<file path="src/rtl/viterbi_pkg.sv">
// Shared convolutional-code definitions used by the K=3 encoder and the Viterbi decoder.
// conv_sym is the single source of the branch symbol for both sides of the link.
package viterbi_pkg;

    localparam int         K      = 3;
    localparam logic [2:0] G0_DEF = 3'b111;
    localparam logic [2:0] G1_DEF = 3'b101;

    typedef enum logic [1:0] {IDLE, DATA, TAIL} enc_state_e;

    // Taps are ordered {u, s1, s0}; returns {g0_bit, g1_bit}.
    function automatic logic [1:0] conv_sym(input logic         u,
                                            input logic [K-2:0] s,
                                            input logic [K-1:0] g0,
                                            input logic [K-1:0] g1);
        logic [K-1:0] v;
        v = {u, s};
        return {^(v & g0), ^(v & g1)};
    endfunction

endpackage

</file>
<file path="src/rtl/conv_encoder_k3_if.sv">
// Info-bit input stream and coded-symbol output stream of the K=3 encoder.
interface conv_encoder_k3_if;
    logic       i_valid;
    logic       i_data;
    logic       i_last;
    logic       o_ready;
    logic       o_valid;
    logic [1:0] o_data;
    logic       o_last;
    logic       i_ready;

    modport slave (input  i_valid, i_data, i_last, i_ready,
                   output o_ready, o_valid, o_data, o_last);
    modport master(output i_valid, i_data, i_last, i_ready,
                   input  o_ready, o_valid, o_data, o_last);
endinterface

</file>
<file path="src/rtl/conv_encoder_k3.sv">
// Rate-1/2, K=3 convolutional encoder with a single registered output stage
// and optional 2-symbol zero tail so every frame ends in trellis state 0.
module conv_encoder_k3
    import viterbi_pkg::*;
#(
    parameter logic [2:0] G0      = G0_DEF,
    parameter logic [2:0] G1      = G1_DEF,
    parameter bit         TAIL_EN = 1'b1
) (
    input  logic               i_clk,
    input  logic               i_rst_n,
    conv_encoder_k3_if.slave   bus
);

    enc_state_e state_q, state_d;
    logic [1:0] sreg_q, sreg_d;
    logic       tail_q, tail_d;
    logic       vld_q, vld_d;
    logic [1:0] data_q, data_d;
    logic       last_q, last_d;
    logic       run_q;

    logic       out_free;
    logic       ready;
    logic       accept;
    logic       enc_u;
    logic [1:0] enc_sym;

    // run_q keeps o_ready low until the first clock after reset release.
    assign out_free = !vld_q || bus.i_ready;
    assign ready    = run_q && (state_q != TAIL) && out_free;
    assign accept   = bus.i_valid && ready;

    always_comb begin
        enc_u   = (state_q == TAIL) ? 1'b0 : bus.i_data;
        enc_sym = conv_sym(enc_u, sreg_q, G0, G1);
    end

    always_comb begin
        state_d = state_q;
        sreg_d  = sreg_q;
        tail_d  = tail_q;
        vld_d   = vld_q;
        data_d  = data_q;
        last_d  = last_q;
        if (state_q == TAIL) begin
            if (out_free) begin
                vld_d  = 1'b1;
                data_d = enc_sym;
                last_d = tail_q;
                sreg_d = {1'b0, sreg_q[1]};
                tail_d = ~tail_q;
                if (tail_q) begin
                    state_d = IDLE;
                    sreg_d  = '0;
                end
            end
        end else if (out_free) begin
            vld_d  = accept;
            last_d = 1'b0;
            if (accept) begin
                data_d  = enc_sym;
                sreg_d  = {bus.i_data, sreg_q[1]};
                state_d = DATA;
                if (bus.i_last) begin
                    if (TAIL_EN) begin
                        state_d = TAIL;
                    end else begin
                        state_d = IDLE;
                        last_d  = 1'b1;
                        sreg_d  = '0;
                    end
                end
            end
        end
    end

    always_ff @(posedge i_clk or negedge i_rst_n) begin
        if (!i_rst_n) begin
            state_q <= IDLE;
            sreg_q  <= '0;
            tail_q  <= 1'b0;
            vld_q   <= 1'b0;
            data_q  <= '0;
            last_q  <= 1'b0;
            run_q   <= 1'b0;
        end else begin
            state_q <= state_d;
            sreg_q  <= sreg_d;
            tail_q  <= tail_d;
            vld_q   <= vld_d;
            data_q  <= data_d;
            last_q  <= last_d;
            run_q   <= 1'b1;
        end
    end

    assign bus.o_ready = ready;
    assign bus.o_valid = vld_q;
    assign bus.o_data  = data_q;
    assign bus.o_last  = last_q;

endmodule

</file>
<file path="src/flat_wrapper.sv">
// flat-port wrapper written by rule: the top's interface ports become plain ports
module conv_encoder_k3_flat import viterbi_pkg::*;
#(
    parameter logic [2:0] G0      = G0_DEF,
    parameter logic [2:0] G1      = G1_DEF,
    parameter bit         TAIL_EN = 1'b1
)
  (i_clk, i_rst_n, bus_i_valid, bus_i_data, bus_i_last, bus_i_ready, bus_o_ready, bus_o_valid, bus_o_data, bus_o_last);
  conv_encoder_k3_if bus_i ();
  input  logic i_clk;
  input  logic i_rst_n;
  input wire logic [$bits(bus_i.i_valid)-1:0] bus_i_valid;
  input wire logic [$bits(bus_i.i_data)-1:0] bus_i_data;
  input wire logic [$bits(bus_i.i_last)-1:0] bus_i_last;
  input wire logic [$bits(bus_i.i_ready)-1:0] bus_i_ready;
  output wire logic [$bits(bus_i.o_ready)-1:0] bus_o_ready;
  output wire logic [$bits(bus_i.o_valid)-1:0] bus_o_valid;
  output wire logic [$bits(bus_i.o_data)-1:0] bus_o_data;
  output wire logic [$bits(bus_i.o_last)-1:0] bus_o_last;
  assign bus_i.i_valid = bus_i_valid;
  assign bus_i.i_data = bus_i_data;
  assign bus_i.i_last = bus_i_last;
  assign bus_i.i_ready = bus_i_ready;
  assign bus_o_ready = bus_i.o_ready;
  assign bus_o_valid = bus_i.o_valid;
  assign bus_o_data = bus_i.o_data;
  assign bus_o_last = bus_i.o_last;
  conv_encoder_k3 #(.G0(G0), .G1(G1), .TAIL_EN(TAIL_EN)) u_core (.i_clk(i_clk), .i_rst_n(i_rst_n), .bus(bus_i));
endmodule
</file>
<file path="config.mk">
export PLATFORM = sky130hd
export DESIGN_NAME = conv_encoder_k3_flat
export DESIGN_NICKNAME = d
export VERILOG_FILES = /design/src/rtl/viterbi_pkg.sv /design/src/rtl/conv_encoder_k3_if.sv /design/src/rtl/conv_encoder_k3.sv /design/src/flat_wrapper.sv
export SDC_FILE = /design/constraint.sdc
export NUM_CORES = 1
export LEC_CHECK = 0
export BUFFER_PORTS_ARGS = -buffer_cell sky130_fd_sc_hd__clkbuf_2
export CAP_MARGIN = 20
export CORE_AREA = 2 2 39 41
export CTS_BUF_LIST = sky130_fd_sc_hd__clkbuf_2 sky130_fd_sc_hd__clkbuf_4 sky130_fd_sc_hd__clkbuf_8
export DETAILED_ROUTE_END_ITERATION = 8
export DIE_AREA = 0 0 41 43
export SLEW_MARGIN = 10
export SYNTH_ARGS = -nofsm -noshare
export SYNTH_HDL_FRONTEND = slang
export SYNTH_SLANG_ARGS = --single-unit
</file>
<file path="constraint.sdc">
create_clock -name i_clk -period 0.95 [get_ports i_clk]
set_input_delay 0.0475 -clock i_clk [delete_from_list [all_inputs] [get_ports i_clk]]
set_output_delay 0.0475 -clock i_clk [all_outputs]
set_load 0.1 [all_outputs]
</file>
==> results.cfg, run 1 <==
[drt]
postRouteAntennaNets = 0
vias = 394
wl_per_cell_um = 11.87
viasPerCell = 4.635
m1WireLength_um = 420
wl_met3_um = 38
drc_errors = 0
drt_iter0_markers = 4
met2_length_um = 518
drt_first_pass_iters = 4
wirelength_um = 1009
top_layer = met4

[sta]
timing_hold_violations_final = 0
period_share_pct = 127.9
max_freq_ghz = 0.8230
skew_ns = 0.005065
drv_slew = 0
finalWorstSetupSlack_ns = -0.2650
grt_setup_unrepaired = true
hold_ws_ns = 0.04523
min_period_ns = 1.215
setup_viol_count_final = 11

[cells_and_area]
nFillCells = 121
final_nets = 76
utilization_pct = 57.69
syn_to_final_growth_pct = 71.97
diodes = 0
drive_gt1_share_pct = 57.97
multiInputGateArea_um2 = 269.0
regArea_um2 = 254.0
final_area_um2 = 798.3

[run_status]
violations = setup timing
status = finished with violations

[setup_path]
cp_max_fo = 2
cp-start-kind = flip-flop
worstPathArrival_ns = 1.17
crit_required_ns = 0.90
critical_path_class = reg -> out
cp-end-kind = output pin

[synth]
async_reset_ff_share_pct = 100.0
syn_nets = 51
synthCells = 45
synthDistinctLibCells = 21
yosysTopAreaCell = dfrtp_1
yosysWarnings = 0
synth.top_cell.area_share_pct = 53.91
synth_common_cells = dfrtp_1, nand2_1, xnor2_1
synth_area_leaders = dfrtp_1, nand2_1, xnor2_1
synth_edf_count = 0
seq_area_frac_synth_pct = 53.91
syn_area_um2 = 464.2
ys_seq_elements = 10
synth_ff_type = dfrtp_1
syn_avg_cell_area_um2 = 10.32

[global_route]
grt_use_total_pct = 13.12
grt_pass1_wl_um = 1490
grt_pass1_vias = 365
antenna_found_initial = 0
grt_start_max_net_pins = 11
overflow = 0

[clock_network]
root_buffer = clkbuf_4
clock_latency_ns = 0.26
h-tree-depth = 1
clock-sinks = 10
cts_buffers = 3
clk_path_buf_depth = 2
clkTransAtPathRegs_ns = 0.07
cts_tree = done

[place]
routabilityCongestion = 0.8319
io_buffers = 10
dpl.hpwl_um = 619.3
pre_cts_ws_ns = -0.1314
place_area_um2 = 658.1

[power]
ir_drop_mv = 1.426
p_leak_nw = 0.3733
power_density_nw_per_um2 = 3819
finalPower_w = 0.003049

[die]
start_util_pct = 33.54
fp.dieH_um = 43
pin_count = 11
core_area_um2 = 1384
die-width_um = 41
num_rows = 14
design.die.area_um2 = 1763

[min_path]
hp-class = in -> reg

[job]
maxCapViolations = 0
-- report_power, final --
part | switching, W | leakage (nW) | internal [W] | total (W)
clock network | 0.000139 | 0.0184 | 0.000191 | 0.000330
registers | 0.000173 | 0.123 | 0.000614 | 0.000788
logic | 0.00107 | 0.232 | 0.000859 | 0.00193
total | 0.00138 | 0.373 | 0.00166 | 0.00305
-- sequential cells by signal, summed over array words and instances, names as in the netlist --
signal / cells
u_core.sreg_q: 2
u_core.state_q: 2
u_core.run_q: 1
u_core.bus.o_last: 1
u_core.bus.o_data: 2
u_core.tail_q: 1
u_core.bus.o_valid: 1
-- per-layer routing --
metal,GRT usage [%],up-vias
met2,18.13,12
li1,-,196
met3,3.141,4
met1,16.78,182
met5,0,-
met4,10.00,0
-- kinds of logic (layout without fill, tap and decap cells) --
| family | Yosys count | after routing | synth area share [%] |
|---|---|---|---|
| and+or+nand+nor | 20 | 20 | 22.37 |
| DFF | 10 | 10 | 53.91 |
| AOI/OAI and AO/OA | 8 | 8 | 12.13 |
| xor gates and xnor gates | 4 | 4 | 7.549 |
| buffers and inverters | 2 | 26 | 3.234 |
| other | 1 | 1 | 0.8078 |
-- layout make-up --
class                           instances  share of cell area [%]
Clock buffer                            4                   3.762
Multi-Input combinational cell         33                   33.70
Timing Repair Buffer                   21                   27.74
Inverter                                1                  0.4702
Sequential cell                        10                   31.82
Tap cell                               16                   2.508
-- worst paths after layout --
| path | startpoint | endpoint | slack (ns) | depth (start not counted) |
|---|---|---|---|---|
| min in group asynchronous | i_rst_n | u_core.bus.o_data[1] | 0.18 | 2 |
| max reg2reg | u_core.bus.o_valid | u_core.bus.o_last | -0.24 | 5 |
| min reg2reg | u_core.tail_q | u_core.tail_q | 0.54 | 1 |
| max | u_core.bus.o_valid | bus_o_ready | -0.27 | 3 |
| max in group asynchronous | i_rst_n | u_core.bus.o_valid | 0.54 | 2 |
| min | bus_i_last | u_core.state_q[1] | 0.05 | 3 |
-- per-stage QoR --
| stage | TNS (ns) | cells |
|---|---|---|
| 2_1_floorplan | -2.469 | 45 |
| 3_3_place_gp | -0.8112 | 77 |
| 3_5_place_dp | -0.9678 | 77 |
| 4_1_cts | -1.401 | 84 |
| 5_1_grt | -2.714 | 85 |
| 6_report | -2.061 | 85 |
-- repair_timing --
action,4_1_cts,5_1_grt
pin swaps,3,5
endpoints found under the hold margin,10,0
buffers inserted,3,1
hold buffers,1,0
gates resized for setup,7,11
endpoints found under the setup margin,11,11
-- placed cells by master (no fill, tap or decap), drive strengths merged --
cell type,netlist,final
buf,1,15
and2,1,1
nand3,2,2
inv,1,1
a21oi,1,1
xor2,1,1
nor2,1,1
nand2,11,11
o21a,1,1
conb,1,1
and3,2,2
o21bai,1,1
o21ai,5,5
dfrtp,10,10
nand2b,2,2
xnor2,3,3
nor2b,1,1
dlygate4sd3,0,1
clkbuf,0,9
-- worst max-delay path: stages (launching register included) --
cell and delay [ns]:
dfrtp_4 0.49, nand2b_4 0.07, and3_4 0.18, buf_12 0.17
Note: power is estimated with default switching activity, not from simulation.
==> run 2, diff against run 1 <==
--- a/config.mk
+++ b/config.mk
@@ -8,7 +8,7 @@
 export BUFFER_PORTS_ARGS = -buffer_cell sky130_fd_sc_hd__clkbuf_2
 export CAP_MARGIN = 20
 export CORE_AREA = 2 2 39 41
-export CTS_BUF_LIST = sky130_fd_sc_hd__clkbuf_2 sky130_fd_sc_hd__clkbuf_4 sky130_fd_sc_hd__clkbuf_8
+export CTS_BUF_LIST = sky130_fd_sc_hd__clkbuf_16
 export DETAILED_ROUTE_END_ITERATION = 8
 export DIE_AREA = 0 0 41 43
 export SLEW_MARGIN = 10
==> run 2 against run 1 <==
  * The run still ends with setup timing left
  * Via count down 2.0%
  * Clock-buffer cell count down 1
  * Wire length up 2.0%
  * Global-route usage up 3.2 points
  * Fmax up 2.7%
==> results.cfg, run 2 (synthesis gave the netlist of run 1 again) <==
[die]
fp.dieH_um = 43
design.die.area_um2 = 1763
start_util_pct = 33.54
pin_count = 11
core_area_um2 = 1384
die-width_um = 41
num_rows = 14

[clock_network]
root_buffer = clkbuf_16
clkTransAtPathRegs_ns = 0.04
clk_path_buf_depth = 2
cts_buffers = 3
clock_latency_ns = 0.24
h-tree-depth = 1
clock-sinks = 10
cts_tree = done

[min_path]
hp-class = in -> reg
min-delay-start = bus_i_last

[cells_and_area]
final_common_cell = dfrtp_1
drive_gt1_share_pct = 50.72
syn_to_final_growth_pct = 75.47
diodes = 0
final_nets = 76
utilization_pct = 58.86
final_cell_mix = dfrtp_1, nand2_1, buf_4, clkbuf_2, buf_12

[sta]
timing_hold_violations_final = 0
finalWorstSetupSlack_ns = -0.2333
grt_setup_unrepaired = true
skew_ns = 0.002764
setup_viol_count_final = 11
min_period_ns = 1.183
tns_ns = -1.543
drv_slew = 0
period_share_pct = 124.6
max_freq_ghz = 0.8451

[place]
io_buffers = 10
dpl.hpwl_um = 619.3
routabilityCongestion = 0.8319

[power]
p_leak_nw = 0.3842
ir_drop_mv = 1.739
power_density_nw_per_um2 = 4152
finalPower_w = 0.003382

[job]
maxCapViolations = 0

[drt]
postRouteAntennaNets = 0
vias = 386
wirelength_um = 1029
wl_per_cell_um = 12.11
drt_iter0_markers = 3
drc_errors = 0
drt_first_pass_iters = 3
viasPerCell = 4.541

[setup_path]
startpoint = u_core.bus.o_valid
path_cells = nand2b_4 -> and3_4 -> buf_12
slowest_delay_ns = 0.48
crit_path_top_delay_cell = dfrtp_4
crit_required_ns = 0.90
cp-start-kind = flip-flop
r2r_start = u_core.bus.o_valid
cp-end-kind = output pin
critical_path_class = reg -> out
worstPathArrival_ns = 1.14
cp_max_fo = 2

[global_route]
grt_use_total_pct = 16.28
grt_start_max_net_pins = 11
grt_pass1_wl_um = 1828
overflow = 0
grt_pass1_vias = 390
antenna_found_initial = 0

[run_status]
status = finished with violations
violations = setup timing
==> run 2: changes by cell type in the layout (fill, tap and decap cells not counted), sizes merged <==
cell,before,now
clkbuf,9,8
inv,1,2
==> run 2: final timing paths <==
kind                                   endpoint  slack [ns]  depth (start not counted)
hold / removal                u_core.state_q[1]        0.09                          3
setup reg to reg           u_core.bus.o_data[0]       -0.17                          5
setup / recovery                    bus_o_ready       -0.23                          3
min in group asynchronous      u_core.sreg_q[0]        0.21                          2
hold reg to reg                   u_core.tail_q        0.50                          1
max in group asynchronous    u_core.bus.o_valid        0.51                          2
==> run 2: report_power, final <==
group	internal [W]	switching, W
registers	0.000617	0.000169
logic	0.000806	0.00104
clock network	0.000551	0.000195
total	0.00197	0.00141
==> run 2: layer usage <==
metal	share of wire [%]	global-route usage, %
met1	42	21.14
met2	52	23.75
met3	3.7	3.141
met4	2.2	10.00
met5	0	0
==> run 2: cell type report <==
class                   count  area, um2
fillers                   108      569.3
clock inverters             1      3.754
multi-input cells          33      240.2
well taps                  16      20.02
flip-flops and latches     10      254.0
inverters                   1      3.754
repair buffers             21      217.7
clock buffers               3      75.07
==> run 2: per-stage QoR <==
stage / cells / area, um2 / setup WS (ns) / hold WS (ns)
2_1_floorplan: 45 / 471.7 / -0.3342 / -0.2481
3_5_place_dp: 77 / 658.1 / -0.1314 / -0.07228
6_report: 85 / 814.5 / -0.2333 / 0.09115
5_1_grt: 85 / 814.5 / -0.2682 / 0.1062
4_1_cts: 85 / 822.0 / -0.2348 / 0.06702
3_3_place_gp: 77 / 658.1 / -0.1205 / -0.07112
==> run 2: critical path: cells and delay by family, from the launching register on <==
family / cells / cell delay, ns
flip-flops: 1 / 0.48
buffers and inverters: 1 / 0.17
AND/OR/NAND/NOR: 2 / 0.25
==> run 2: timing repair <==
item | 4_1_cts | 5_1_grt
hold buffers | 1 | 0
setup endpoints to repair | 11 | 11
gates resized for setup | 13 | 0
endpoints found under the hold margin | 10 | 0
pin swaps | 4 | 0
buffers inserted | 3 | 1
